$ cat src/rtl/sevenseg_monitor.sv
// Receive-side monitor for the active-low seven-segment countdown bus: debounces
// the pattern, decodes it, tracks its class and flags illegal countdown steps.
module sevenseg_monitor #(
    parameter int STABLE_CYCLES = 4,
    parameter int ERR_CNT_W     = 8
) (
    input  logic                 clk,
    input  logic                 rst,
    input  logic [6:0]           segments,
    output logic [3:0]           value,
    output logic                 valid,
    output logic                 blank,
    output logic                 invalid,
    output logic                 upd,
    output logic                 step_err,
    output logic [ERR_CNT_W-1:0] err_count
);

    typedef enum logic [1:0] {
        ST_BLANK   = 2'd0,
        ST_DIGIT   = 2'd1,
        ST_INVALID = 2'd2
    } state_t;

    localparam logic [3:0] STABLE    = 4'(STABLE_CYCLES);
    localparam logic [6:0] ALL_OFF   = 7'b1111111;
    localparam logic [6:0] DIGIT_CODES [11] = '{
        7'b1000000, 7'b1111001, 7'b0100100, 7'b0110000, 7'b0011001,
        7'b0010010, 7'b0000010, 7'b1111000, 7'b0000000, 7'b0010000,
        7'b0001000
    };

    state_t                state_reg, state_next;
    logic [6:0]            cand_reg, acc_reg;
    logic [3:0]            cnt_reg;
    logic [3:0]            value_reg;
    logic                  upd_reg, step_err_reg;
    logic [ERR_CNT_W-1:0]  err_count_reg;

    logic [10:0]           hit;
    logic [3:0]            dec_value;
    state_t                dec_class;
    logic                  accept;
    logic                  step_illegal;

    genvar gi;
    generate
        for (gi = 0; gi < 11; gi++) begin : g_dec
            assign hit[gi] = (cand_reg == DIGIT_CODES[gi]);
        end
    endgenerate

    always_comb begin
        dec_value = 4'd0;
        dec_class = (cand_reg == ALL_OFF) ? ST_BLANK : ST_INVALID;
        for (int i = 0; i < 11; i++) begin
            if (hit[i]) begin
                dec_value = 4'(i);
                dec_class = ST_DIGIT;
            end
        end
    end

    // A candidate is accepted only once it has been held long enough and differs from acc.
    assign accept = (cnt_reg == STABLE) && (cand_reg != acc_reg);

    always_comb begin
        step_illegal = 1'b0;
        if (accept && dec_class == ST_DIGIT) begin
            case (state_reg)
                ST_DIGIT:   step_illegal = (value_reg == 4'd0) || (dec_value != value_reg - 4'd1);
                ST_INVALID: step_illegal = 1'b1;
                default:    step_illegal = 1'b0;
            endcase
        end
    end

    // State register
    always_ff @(posedge clk) begin
        if (!rst) state_reg <= ST_BLANK;
        else      state_reg <= state_next;
    end

    // Next-state logic
    always_comb begin
        state_next = state_reg;
        if (accept) state_next = dec_class;
    end

    // Output logic
    always_comb begin
        valid   = (state_reg == ST_DIGIT);
        blank   = (state_reg == ST_BLANK);
        invalid = (state_reg == ST_INVALID);
    end

    always_ff @(posedge clk) begin
        if (!rst) begin
            cand_reg      <= ALL_OFF;
            cnt_reg       <= 4'd0;
            acc_reg       <= ALL_OFF;
            value_reg     <= 4'd0;
            upd_reg       <= 1'b0;
            step_err_reg  <= 1'b0;
            err_count_reg <= '0;
        end else begin
            if (segments != cand_reg) begin
                cand_reg <= segments;
                cnt_reg  <= 4'd1;
            end else if (cnt_reg < STABLE) begin
                cnt_reg  <= cnt_reg + 4'd1;
            end
            upd_reg      <= accept;
            step_err_reg <= step_illegal;
            if (accept) begin
                acc_reg <= cand_reg;
                if (dec_class == ST_DIGIT) value_reg <= dec_value;
            end
            if (step_illegal && (err_count_reg != {ERR_CNT_W{1'b1}}))
                err_count_reg <= err_count_reg + 1'b1;
        end
    end

    assign value     = value_reg;
    assign upd       = upd_reg;
    assign step_err  = step_err_reg;
    assign err_count = err_count_reg;

endmodule

$ cat config.mk
export PLATFORM = sky130hd
export DESIGN_NAME = sevenseg_monitor
export DESIGN_NICKNAME = d
export VERILOG_FILES = /design/src/rtl/sevenseg_monitor.sv
export SDC_FILE = /design/constraint.sdc
export NUM_CORES = 1
export LEC_CHECK = 0
export CORE_ASPECT_RATIO = 1.75
export CORE_MARGIN = 4
export CORE_UTILIZATION = 33
export DETAILED_ROUTE_END_ITERATION = 10
export PLACE_DENSITY = 0.57
export SYNTH_ARGS = -nofsm -noshare
export SYNTH_HDL_FRONTEND = slang
export SYNTH_SLANG_ARGS = --single-unit
export TNS_END_PERCENT = 50
$ cat constraint.sdc
create_clock -name clk -period 4.8 [get_ports clk]
set_clock_uncertainty 0.1 [all_clocks]
set_input_delay 0.96 -clock clk [delete_from_list [all_inputs] [get_ports clk]]
set_output_delay 0.96 -clock clk [all_outputs]
set_load 0.03 [all_outputs]
Yosys cells after proc, flatten, opt, wreduce, memory -nomap -nowiden

Index checks and enable logic that the tools add are counted.
Widths: inputs -> output; s select.

Logic and storage cells: 69
Output and inout bits: 17
Register bits: 34

Reductions and logical operators: 10
Equality and inequality tests: 19
$lt $le $gt $ge: 1
Add/subtract/negate cells: 3
Bitwise logic cells: 1
Multiplexer cells: 26

Operator list:

| cell                | count |
|---|---|
| $mux 4              | 9 |
| $eq 7x7->1 const B  | 4 |
| $mux 2              | 12 |
| $eq 7x5->1 const B  | 3 |
| $eq 7x6->1 const B  | 2 |
| $ne 7x7->1          | 2 |
| $add 8x1->8 const B | 1 |
| $ne 8x8->1 const B  | 1 |
| $eq 7x2->1 const B  | 1 |
| $eq 7x4->1 const B  | 1 |
| $logic_not 7->1     | 1 |
| $add 4x1->4 const B | 1 |
| $eq 2x1->1 const B  | 2 |
| $eq 4x3->1 const B  | 1 |
| $logic_not 4->1     | 1 |
| $lt 4x3->1 const B  | 1 |
| $mux 1              | 4 |
| $ne 4x4->1          | 1 |
| $sub 4x1->4 const B | 1 |
| $logic_and 1x1->1   | 3 |
| $eq 2x2->1 const B  | 1 |
| $logic_not 2->1     | 1 |
| $pmux 1 s2          | 1 |
| $reduce_and 2->1    | 1 |
| other kinds (4)     | 4 |

Logic depth before layout (Yosys ltp)

Word-level depth: 17
Gate-level depth with buffers: 10

Worst setup path after synthesis

OpenSTA, ideal clock, no wires.

Path type: register -> register
Start: reg cand_reg[6]
End: reg err_count_reg[5], in the netlist err_count[5]
Cell stages (with the launch flop): 9
Arrival: 2.282 ns
Setup slack: 2.300 ns
Cells stage by stage: dfxtp_1 > buf_6 > or4_4 > o32a_2 > xnor2_1 > or4_1 > buf_6 > and3_4 > mux2i_1

Word-level cells in the longest chain between the ends: 17

Ends and longest elaborated chain:

| what                   | line | RTL |
|---|---|---|
| from (decl)            | 34   | `logic [6:0] cand_reg, acc_reg;` |
| from (signal assigned) | 108  | `cand_reg <= segments;` |
| $eq 7x7->1             | 55   | `dec_class = (cand_reg == ALL_OFF) ? ST_BLANK : ST_INVALID;` |
| $mux 2                 | 55   |  |
| $mux 2 (11 in series)  | 57   | `if (hit[i]) begin` |
| $eq 2x1->1             | 69   | `if (accept && dec_class == ST_DIGIT) begin` |
| $logic_and 1x1->1      | 69   |  |
| $mux 1 (*)             | 69   |  |
| $logic_and 1x1->1 (*)  | 119  | `if (step_illegal && (err_count_reg != {ERR_CNT_W{1'b1}}))` |
| to (signal assigned)   | 120  | `err_count_reg <= err_count_reg + 1'b1;` |
| to (decl)              | 38   | `logic [ERR_CNT_W-1:0] err_count_reg;` |

Every way passes the cells marked *; elsewhere a longest branch is shown, timed or not.
A chain may end at the register's enable or synchronous reset.

Worst setup path after layout

Start: reg cand_reg[1]
End: reg err_count_reg[0], in the netlist err_count[0]

The elaborated chain is that of the path after synthesis.

==> impl_metrics.ini <==
[floorplan]
initial_core_util_pct = 34.4
dieArea_sq_mm = 0.00722
die_y_microns = 109
io_pins = 26
die_w_microns = 66.0
rows = 36
coreArea_sq_mm = 0.00563

[layout]
drive_gt1_share_pct = 8.98
multi_input_area_sq_mm = 0.00114
nNetsFinal = 260
ff_latch_area_sq_um = 681
area_growth_pct = 19.3
fillers = 587
largest_reg_flops = 8
final_area_sq_mm = 0.00231
diodes = 0

[setup_path]
cp.required_ns = 4.92
worstReg2RegStart = cand_reg[1]$_SDFFE_PN1P_
crit_type = register to register
crit_chain = or3_1 > a2111oi_4 > xnor2_1 > a221oi_1 > or4_1 > nand2_1 > mux2i_1
ff2ff_setup_slack_ns = 2.04
end_kind = register
rr_worst_depth = 7
cpMaxStageDelayCell = or4_1
cpPeakStageDelay_ns = 0.61
cp_max_fo = 12
r2r_end = err_count[0]$_SDFFE_PN0P_
cp_top_family = simple AND/OR/NAND/NOR gates
cp.buffers_inverters = 0
arrival_ns = 2.88
worst-path-stages = 7
start_kind = register

[synthesis]
synth_top_area_cell = dfxtp_1
synth_ff_type = dfxtp_1
syn_inst = 222
netlist-cell-type-count = 47
ys_warn_count = 0
synth_top_area_share_pct = 35.1
ys_seq_area_share_pct = 35.1
ys_seq_elements = 34
synth.area.top_cells = dfxtp_1 35%, mux2i_1 7.2%, nand2_1 5.4%
postSynthAreaPerCell_sq_um = 8.74
synth_most_common_cell = dfxtp_1
synth-edff-count = 0
syn_nets = 238
synthTopCellsByCount = 34 x dfxtp_1, 28 x nand2_1, 14 x mux2i_1, 14 x nand2b_1, 14 x nor2_1
syn_area_sq_mm = 0.00194
async_flop_share_pct = 0

[detailed_routing]
wl_met2_microns = 2110
drtIter0Drc = 42
viasPerCell = 4.91
wirelength_microns = 4000
wire_per_inst_microns = 12.5
num_vias = 1575
met3_length_microns = 134
drc = 0
met1_length_microns = 1700
drtAntennaViolNets = 0
drt_pre_antenna_iters = 4
highest_layer = met4

[job]
max_cap_viol_count = 0

[clock_network]
cts_tree = yes
clock_latency_ns = 0.28
cts.hold.buffers_added = 0
clkSlewWorstSetupHoldPaths_ns = 0.07
cts_root_buf = clkbuf_8
h-tree-depth = 2
post-cts-setup-buffer-count = 0
cts_made_buffers = 5
clk_path_buf_depth = 2
cts_resized = 0
cts.sinks = 34

[sta]
slew_viol_final = 0
hold_ws_ns = 0.394
setup_tns_ns = 0
hold_violations = 0
setup-violations-final = 0
post-route-period-util_pct = 57.5
max_freq_ghz = 0.362
relSlewSlack_pct = 58.5
fin_crit_ns = 2.76
rsz0062_at_grt = no
tightest_slew_ns = 0.617

[hold_path]
whs_endpoint = acc_reg[5]$_SDFFE_PN1P_
holdCritPathClass = register to register
whs_path_depth = 2
hp-start = acc_reg[5]$_SDFFE_PN1P_

[placed_design]
gp_congestion = 0.782
io_buffer_count = 25
place_area_sq_mm = 0.00222
place_hpwl_microns = 2910

[grt]
grt.total_usage_pct = 12.5
grt_overflow = 0
grt_pass1_vias = 1561
grt_max_degree = 32
grt_pass1_wl_microns = 7090
antenna_found_initial = 0

[power_and_ir_drop]
leakagePower_nw = 0.824
irDropWorstVdd_v = 0.000108
power.density_mw_per_mm2 = 238

[status]
status = finished clean
## metrics by stage
stage / power [mW] / setup WS (ns) / util, % / std cells
3_3_place_gp: 0.339 / 2.06 / 39.5 / 313
5_1_grt: 0.575 / 1.78 / 41.1 / 321
6_report: 0.550 / 2.04 / 41.1 / 321
3_5_place_dp: 0.339 / 2.03 / 39.5 / 313
2_1_floorplan: 0.328 / 2.30 / - / 222
4_1_cts: 0.561 / 2.01 / 41.1 / 321
## tightest hold or removal path, stage by stage (launching register included)
cell     delay (ns)
dfxtp_1        0.34
mux2i_1        0.07
nand2_1        0.06
## layer usage
metal | vias to the layer above | track usage, %
met5 | - | 0
met4 | 0 | 5.23
met3 | 5 | 2.66
met2 | 23 | 22.2
met1 | 739 | 14.1
li1 | 808 | -
## report_power, final
part           switching [mW]  internal [mW]
Sequential             0.0129          0.286
Clock                   0.103          0.116
Combinational          0.0150         0.0184
Total                   0.131          0.420
## how the worst max path moves through the flow
stage / startpoint / endpoint / slack (ns)
2_1_floorplan: cand_reg[6]$_SDFFE_PN1P_ / err_count[5]$_SDFFE_PN0P_ / 2.30
3_3_place_gp: segments[4] / cnt_reg[1]$_SDFFE_PP0P_ / 2.06
3_5_place_dp: cand_reg[1]$_SDFFE_PN1P_ / err_count[1]$_SDFFE_PN0P_ / 2.03
4_1_cts: cand_reg[1]$_SDFFE_PN1P_ / err_count[1]$_SDFFE_PN0P_ / 2.01
5_1_grt: cand_reg[1]$_SDFFE_PN1P_ / err_count[5]$_SDFFE_PN0P_ / 1.78
6_report: cand_reg[1]$_SDFFE_PN1P_ / err_count[0]$_SDFFE_PN0P_ / 2.04
## cell families (layout without fill, tap and decap cells)
kind of cell	count (synthesis)	in the layout	synth area share, %
AOI/OAI and AO/OA	28	28	11.3
xor gates and xnor gates	20	20	9.03
and+or+nand+nor	96	96	26.7
DFF	34	34	35.1
muxes	14	14	7.23
adders and majority gates	7	7	4.52
buffers and inverters	23	46	6.13
## cells in the final DEF, fill, tap and decap left out, types with 2 or more instances in the layout
| master | instances |
|---|---|
| dfxtp_1 | 34 |
| nand2_1 | 28 |
| clkdlybuf4s50_1 | 25 |
| nor2_1 | 14 |
| mux2i_1 | 14 |
| nand2b_1 | 14 |
| xor2_1 | 12 |
| inv_1 | 11 |
| xnor2_1 | 8 |
| nand3_1 | 8 |
| a21oi_1 | 8 |
| ha_1 | 7 |
| o21ai_0 | 6 |
| clkbuf_8 | 6 |
| nor3_1 | 5 |
| nand4_1 | 5 |
| nor4_1 | 3 |
| or4_1 | 3 |
| a211oi_2 | 2 |
| nor3_2 | 2 |
| and3_1 | 2 |
| buf_4 | 2 |
## final cells by class
class	instances	share of cell area, %
Multi-Input combinational cell	165	49.3
Sequential cell	34	29.4
Timing Repair Buffer	27	11.5
Tap cell	76	4.11
Clock buffer	7	3.73
Inverter	11	1.78
Clock inverter	1	0.216
Power figures use the tool's default switching activity.
